--- config.mk ---
export PLATFORM = sky130hd
export DESIGN_NAME = serial_rx_frame
export DESIGN_NICKNAME = d
export VERILOG_FILES = /design/src/rtl/serial_rx_frame.sv
export SDC_FILE = /design/constraint.sdc
export NUM_CORES = 1
export LEC_CHECK = 0
export ABC_AREA = 1
export BUFFER_PORTS_ARGS = -buffer_cell sky130_fd_sc_hd__clkbuf_2
export CORE_ASPECT_RATIO = 1.5
export CORE_UTILIZATION = 56
export DETAILED_ROUTE_END_ITERATION = 10
export PLACE_DENSITY = 0.84
export SETUP_SLACK_MARGIN = 0.1
export SLEW_MARGIN = 20
export SYNTH_ARGS = -nofsm -noshare
export SYNTH_HDL_FRONTEND = slang
export SYNTH_SLANG_ARGS = --single-unit
--- constraint.sdc ---
create_clock -name clk -period 1.96 [get_ports clk]
set_clock_uncertainty 0.15 [all_clocks]
set_input_delay 0.294 -clock clk [delete_from_list [all_inputs] [get_ports clk]]
set_output_delay 0.294 -clock clk [all_outputs]
set_load 0.01 [all_outputs]
--- src/rtl/serial_rx_frame.sv ---
// ---------------------------------------------------------------------------
// serial_rx_frame
//   Oversampling serial receiver. Frame: start(0), DATA_BITS data bits MSB
//   first, [even parity], stop(1). Line idles high. Each bit is sampled at
//   its middle, counted in sample_tick pulses from the start-bit edge.
//   Received words are offered on a valid/ready handshake.
//
//   Optional feature macro: PARITY_CHECK_EN
//     An even-parity bit follows the data bits. A mismatch drops the word
//     and pulses parity_err.
//
// Ports
//   clk         system clock
//   reset       synchronous, active-high
//   sample_tick one-clk enable at OVERSAMPLE x bit rate
//   serial_in   asynchronous serial line
//   data_out    received word; MSB is the first data bit on the line
//   data_valid  data_out holds an unconsumed word
//   data_ready  consumer takes the word on an edge where valid & ready
//   frame_err   one-clk pulse: stop bit sampled low
//   overrun     one-clk pulse: completed word dropped, previous not consumed
//   parity_err  (PARITY_CHECK_EN only) one-clk pulse: parity mismatch
// ---------------------------------------------------------------------------
module serial_rx_frame #(
    parameter int OVERSAMPLE = 16,
    parameter int DATA_BITS  = 8
) (
    input  logic                 clk,
    input  logic                 reset,
    input  logic                 sample_tick,
    input  logic                 serial_in,
    output logic [DATA_BITS-1:0] data_out,
    output logic                 data_valid,
    input  logic                 data_ready,
    output logic                 frame_err,
    output logic                 overrun
`ifdef PARITY_CHECK_EN
    ,
    output logic                 parity_err
`endif
);

    localparam int TW = $clog2(OVERSAMPLE);
    localparam int BW = $clog2(DATA_BITS + 2);

    // Start bit is confirmed half a bit in; every later sample is one full
    // bit after the previous one, which lands it mid-bit.
    localparam logic [TW-1:0] HALF_LAST = TW'(OVERSAMPLE / 2 - 1);
    localparam logic [TW-1:0] BIT_LAST  = TW'(OVERSAMPLE - 1);
    localparam logic [BW-1:0] DATA_LAST = BW'(DATA_BITS - 1);

    typedef enum logic [2:0] {
        S_IDLE,
        S_START,
        S_DATA,
`ifdef PARITY_CHECK_EN
        S_PARITY,
`endif
        S_STOP,
        S_BREAK
    } state_t;

    state_t               state;
    logic [TW-1:0]        tick_cnt;
    logic [BW-1:0]        bit_cnt;
    logic [DATA_BITS-1:0] shift_reg;
    logic [1:0]           sync_pipe;   // [0] metastable stage, [1] usable
    logic                 sin_s;
    logic                 word_done;   // stop bit good; output stage decides next clk
`ifdef PARITY_CHECK_EN
    logic                 par_bad;
`endif

    assign sin_s = sync_pipe[1];

    // Two-flop synchronizer; resets to the idle line level so a reset never
    // looks like a start edge.
    always_ff @(posedge clk) begin
        if (reset) sync_pipe <= 2'b11;
        else       sync_pipe <= {sync_pipe[0], serial_in};
    end

    always_ff @(posedge clk) begin
        if (reset) begin
            state     <= S_IDLE;
            tick_cnt  <= '0;
            bit_cnt   <= '0;
            shift_reg <= '0;
            word_done <= 1'b0;
            frame_err <= 1'b0;
`ifdef PARITY_CHECK_EN
            par_bad   <= 1'b0;
`endif
        end else begin
            word_done <= 1'b0;
            frame_err <= 1'b0;
            if (sample_tick) begin
                case (state)
                    S_IDLE: begin
                        if (!sin_s) begin
                            state    <= S_START;
                            tick_cnt <= '0;
                        end
                    end
                    S_START: begin
                        if (tick_cnt == HALF_LAST) begin
                            tick_cnt <= '0;
                            bit_cnt  <= '0;
                            // High at mid start bit means it was a glitch.
                            state    <= sin_s ? S_IDLE : S_DATA;
                        end else begin
                            tick_cnt <= tick_cnt + TW'(1);
                        end
                    end
                    S_DATA: begin
                        if (tick_cnt == BIT_LAST) begin
                            tick_cnt  <= '0;
                            shift_reg <= {shift_reg[DATA_BITS-2:0], sin_s};
                            if (bit_cnt == DATA_LAST) begin
                                bit_cnt <= '0;
`ifdef PARITY_CHECK_EN
                                state   <= S_PARITY;
`else
                                state   <= S_STOP;
`endif
                            end else begin
                                bit_cnt <= bit_cnt + BW'(1);
                            end
                        end else begin
                            tick_cnt <= tick_cnt + TW'(1);
                        end
                    end
`ifdef PARITY_CHECK_EN
                    S_PARITY: begin
                        if (tick_cnt == BIT_LAST) begin
                            tick_cnt <= '0;
                            // Even parity: data plus parity bit has an even count of ones.
                            par_bad  <= ^{shift_reg, sin_s};
                            state    <= S_STOP;
                        end else begin
                            tick_cnt <= tick_cnt + TW'(1);
                        end
                    end
`endif
                    S_STOP: begin
                        if (tick_cnt == BIT_LAST) begin
                            tick_cnt <= '0;
                            if (sin_s) begin
                                word_done <= 1'b1;
                                state     <= S_IDLE;
                            end else begin
                                frame_err <= 1'b1;
                                state     <= S_BREAK;
                            end
                        end else begin
                            tick_cnt <= tick_cnt + TW'(1);
                        end
                    end
                    S_BREAK: begin
                        // Held-low line must return high before a new start is accepted.
                        if (sin_s) state <= S_IDLE;
                    end
                    default: state <= S_IDLE;
                endcase
            end
        end
    end

    // Output stage runs every clk, independent of sample_tick.
    always_ff @(posedge clk) begin
        if (reset) begin
            data_out   <= '0;
            data_valid <= 1'b0;
            overrun    <= 1'b0;
`ifdef PARITY_CHECK_EN
            parity_err <= 1'b0;
`endif
        end else begin
            overrun <= 1'b0;
`ifdef PARITY_CHECK_EN
            parity_err <= 1'b0;
`endif
            if (data_valid && data_ready) data_valid <= 1'b0;
            if (word_done) begin
`ifdef PARITY_CHECK_EN
                if (par_bad) begin
                    parity_err <= 1'b1;
                end else
`endif
                if (!data_valid || data_ready) begin
                    data_out   <= shift_reg;
                    data_valid <= 1'b1;
                end else begin
                    overrun <= 1'b1;
                end
            end
        end
    end

endmodule

==> results_tabular.tex <==
\begin{tabular}{lr}
\hline
Metric & Value \\
\hline
\multicolumn{2}{l}{\textbf{Yosys}} \\
Post-Syn Area & 1410 um\^{}2 \\
Net count after synthesis & 200 \\
Number of enable-type register cells in the synthesized netlist & 0 \\
Proportion of netlist area held by the largest area contributor & 47.0\% \\
Async set or reset register ratio after synthesis & 0\% \\
Flip-flop cell with the highest count after synthesis & sky130\_fd\_sc\_hd\_\_dfxtp\_1 \\
Synth warn & 0 \\
Most used standard cells in the synthesized netlist & sky130\_fd\_sc\_hd\_\_nor2\_1 (54), sky130\_fd\_sc\_hd\_\_dfxtp\_1 (33), sky130\_fd\_sc\_hd\_\_nand2\_1 (26), sky130\_fd\_sc\_hd\_\_o21ai\_0 (18), sky130\_fd\_sc\_hd\_\_inv\_1 (13) \\
Cells after synthesis & 193 \\
Top cells by area in the synthesized netlist & sky130\_fd\_sc\_hd\_\_dfxtp\_1 (47\%), sky130\_fd\_sc\_hd\_\_nor2\_1 (14\%), sky130\_fd\_sc\_hd\_\_nand2\_1 (6.9\%) \\
Number of distinct library cells after synthesis & 23 \\
Cell taking the most area after synthesis & sky130\_fd\_sc\_hd\_\_dfxtp\_1 \\
Sequential fraction of the synthesis area & 47.0\% \\
FF+latch count, synth & 33 \\
Most repeated cell in the gate-level netlist after synthesis & sky130\_fd\_sc\_hd\_\_nor2\_1 \\
Post-Synthesis Mean Instance Area & 7.28 um\^{}2 \\
\multicolumn{2}{l}{\textbf{Critical path}} \\
Crit path required time & 2.04 ns \\
Endpoint type of the worst setup path & register \\
Critical path peak fanout & 8 \\
Crit path launch type & register \\
Arrival time at the worst endpoint & 1.80 ns \\
Critical Setup Path Class & reg -> reg \\
\multicolumn{2}{l}{\textbf{Global route}} \\
Gr ovfl total & 0 \\
Largest net degree at the start of global routing & 17 \\
Number of global-route vias before repair & 1279 \\
Antenna violations before repair & 0 \\
Global-route wire length before repair & 5310 um \\
Combined global-route utilization of all metal layers & 25.9\% \\
\multicolumn{2}{l}{\textbf{Placed design}} \\
Area post-placement & 1520 um\^{}2 \\
Post-DP HPWL & 2260 um \\
Number of buffers inserted by port buffering & 15 \\
GP Congestion & 0.847 \\
DP Cell Count & 231 \\
\multicolumn{2}{l}{\textbf{STA}} \\
Max-slew violations & 0 \\
Fin crit period & 1.72 ns \\
Fin Setup TNS & 0 ns \\
Crit share post-route & slightly below 90\% \\
Headroom to the max-slew limit & 68.2\% \\
Worst-margin pin slew & 0.475 ns \\
Final hold slack & roughly 0.065 ns \\
Hold violation total from the final report & 0 \\
Unrepaired setup endpoints after global routing & no \\
Number of setup violations in the final report & 0 \\
Fmax & 581 MHz \\
\multicolumn{2}{l}{\textbf{Power and ir drop}} \\
Total leakage power & approximately 0.73 nW \\
Power density normalized to cell area & 940 nW/um\^{}2 \\
Worst voltage drop across the vdd grid & between 0.5 and 0.6 mV \\
Sum of internal, switching and leakage power & 1.49 mW \\
\multicolumn{2}{l}{\textbf{Clock tree}} \\
Number of sinks handled by clock tree synthesis & 33 \\
H-tree depth & 2 \\
CTS tree & done \\
Clock latency reported for the late side of the worst-skew pair & 0.34 ns \\
Post-CTS clock slew at the launch and capture registers of the worst setup and hold paths & 0.09 ns \\
Max clock buf depth & 2 \\
Total CTS buffers & 5 \\
Root Driver & sky130\_fd\_sc\_hd\_\_clkbuf\_4 \\
Post-cts resize count & 0 \\
\multicolumn{2}{l}{\textbf{Route}} \\
Number of remaining DRC errors & 0 \\
Vias per Instance & 5.31 \\
DRC marker count from the first detailed-route iteration & 32 \\
Detailed-routing iteration count for the pre-antenna-repair pass & 4 \\
Routed length per instance & 12.8 um \\
Via count & 1270 \\
Final routed wirelength across all metal layers & 3060 um \\
ANT nets after route & 0 \\
\multicolumn{2}{l}{\textbf{Outcome}} \\
Status & finished, final reports clean \\
\multicolumn{2}{l}{\textbf{Floorplanning}} \\
Standard-cell row count & 21 \\
Core Area & about 2300 um\^{}2 \\
Die W & 42.9 um \\
Vertical die dimension & between 60 and 70 um \\
Ports placed on the boundary & 16 \\
Starting density of the core & 60.8\% \\
Total die area & 2720 um\^{}2 \\
\multicolumn{2}{l}{\textbf{Layout}} \\
Finished Cell Area & 1580 um\^{}2 \\
Share of post-route cells with drive strength above 1 & 19.9\% \\
Number of nets at the end of the flow & 223 \\
Antenna cell count & 0 \\
Area added between synthesis and finish & 12.5\% \\
Final non-filler cell total & 239 \\
\multicolumn{2}{l}{\textbf{Min path}} \\
Class of the most critical hold timing path & in -> reg \\
\multicolumn{2}{l}{\textbf{Run}} \\
\# Max-Cap Violations & 0 \\
\hline
\end{tabular}
[report_power, final]
part / total [mW] / internal [mW] / switching (mW)
clock network: 0.386 / 0.169 / 0.217
registers: 0.748 / 0.705 / 0.0431
logic: 0.352 / 0.117 / 0.235
total: 1.49 / 0.991 / 0.495
[path summary, 6_finish.rpt]
| check | slack, ns | depth (start not counted) | startpoint | to |
|---|---|---|---|---|
| setup reg to reg | 0.24 | 6 | tick_cnt[0]$_SDFFE_PP0P_ | shift_reg[3]$_SDFFE_PP0P_ |
| hold reg to reg | 0.27 | 1 | sync_pipe[0]$_SDFF_PP1_ | sync_pipe[1]$_SDFF_PP1_ |
| hold / removal | 0.07 | 4 | data_ready | overrun$_SDFF_PP0_ |
| setup / recovery | 0.24 | 6 | tick_cnt[0]$_SDFFE_PP0P_ | shift_reg[3]$_SDFFE_PP0P_ |
[repair_timing]
| item | in CTS | in global routing |
|---|---|---|
| hold buffers | 1 | 0 |
| buffers inserted | 0 | 0 |
| endpoints found under the hold margin | 1 | 0 |
[worst max-delay path, cell delays in order, from the launching register on]
cell and delay, ns:
sky130_fd_sc_hd__dfxtp_1 0.40, sky130_fd_sc_hd__ha_1 0.25, sky130_fd_sc_hd__nand3_2 0.14, sky130_fd_sc_hd__nor2_2 0.14
sky130_fd_sc_hd__nand2_2 0.13, sky130_fd_sc_hd__o21ai_0 0.32, sky130_fd_sc_hd__nor2_1 0.07
[cells by family after synthesis]
kind of cell | synth area share (%)
AND/OR/NAND/NOR | 34.3
flip-flops | 47.0
AO/OA/AOI/OAI | 10.9
buffers and inverters | 5.43
adder cells (fa/ha/maj) | 1.78
XOR/XNOR | 0.623
[cells in the final DEF (no fill, tap or decap), drive strengths merged]
master	Yosys	layout
nand4	1	1
dfxtp	33	33
dlygate4sd3	0	1
nand3	11	11
clkinv	1	1
nor3	5	5
inv	16	16
or2	2	2
a21oi	9	9
clkbuf	1	22
nand2	30	30
nor2	60	60
buf	1	2
ha	2	2
xnor2	1	1
o21ai	20	20
[stage by stage]
stage                     setup slack, ns  util (%)
final                               0.240      68.3
after global routing                0.154      68.3
after CTS                           0.281      68.3
after detailed placement            0.311      65.5
after global placement              0.387      65.5
after floorplan                     0.550         -
[area by class of cell]
class	instances	area, um^2
fill	201	732
inverter	17	67.6
clock buffer	7	55.1
timing repair buffer	18	100
sequential	33	661
multi-input combinational	141	668
tap	23	28.8
[per-layer routing]
layer  vias to the layer above  share of wire (%)  GRT usage, %
met5                         -                  0             0
met4                         0                2.6          15.2
met3                        10                3.2          7.16
met2                        21                 54          46.0
met1                       574                 40          25.5
li1                        665                  -             -
Note: power is estimated with default switching activity, not from simulation.
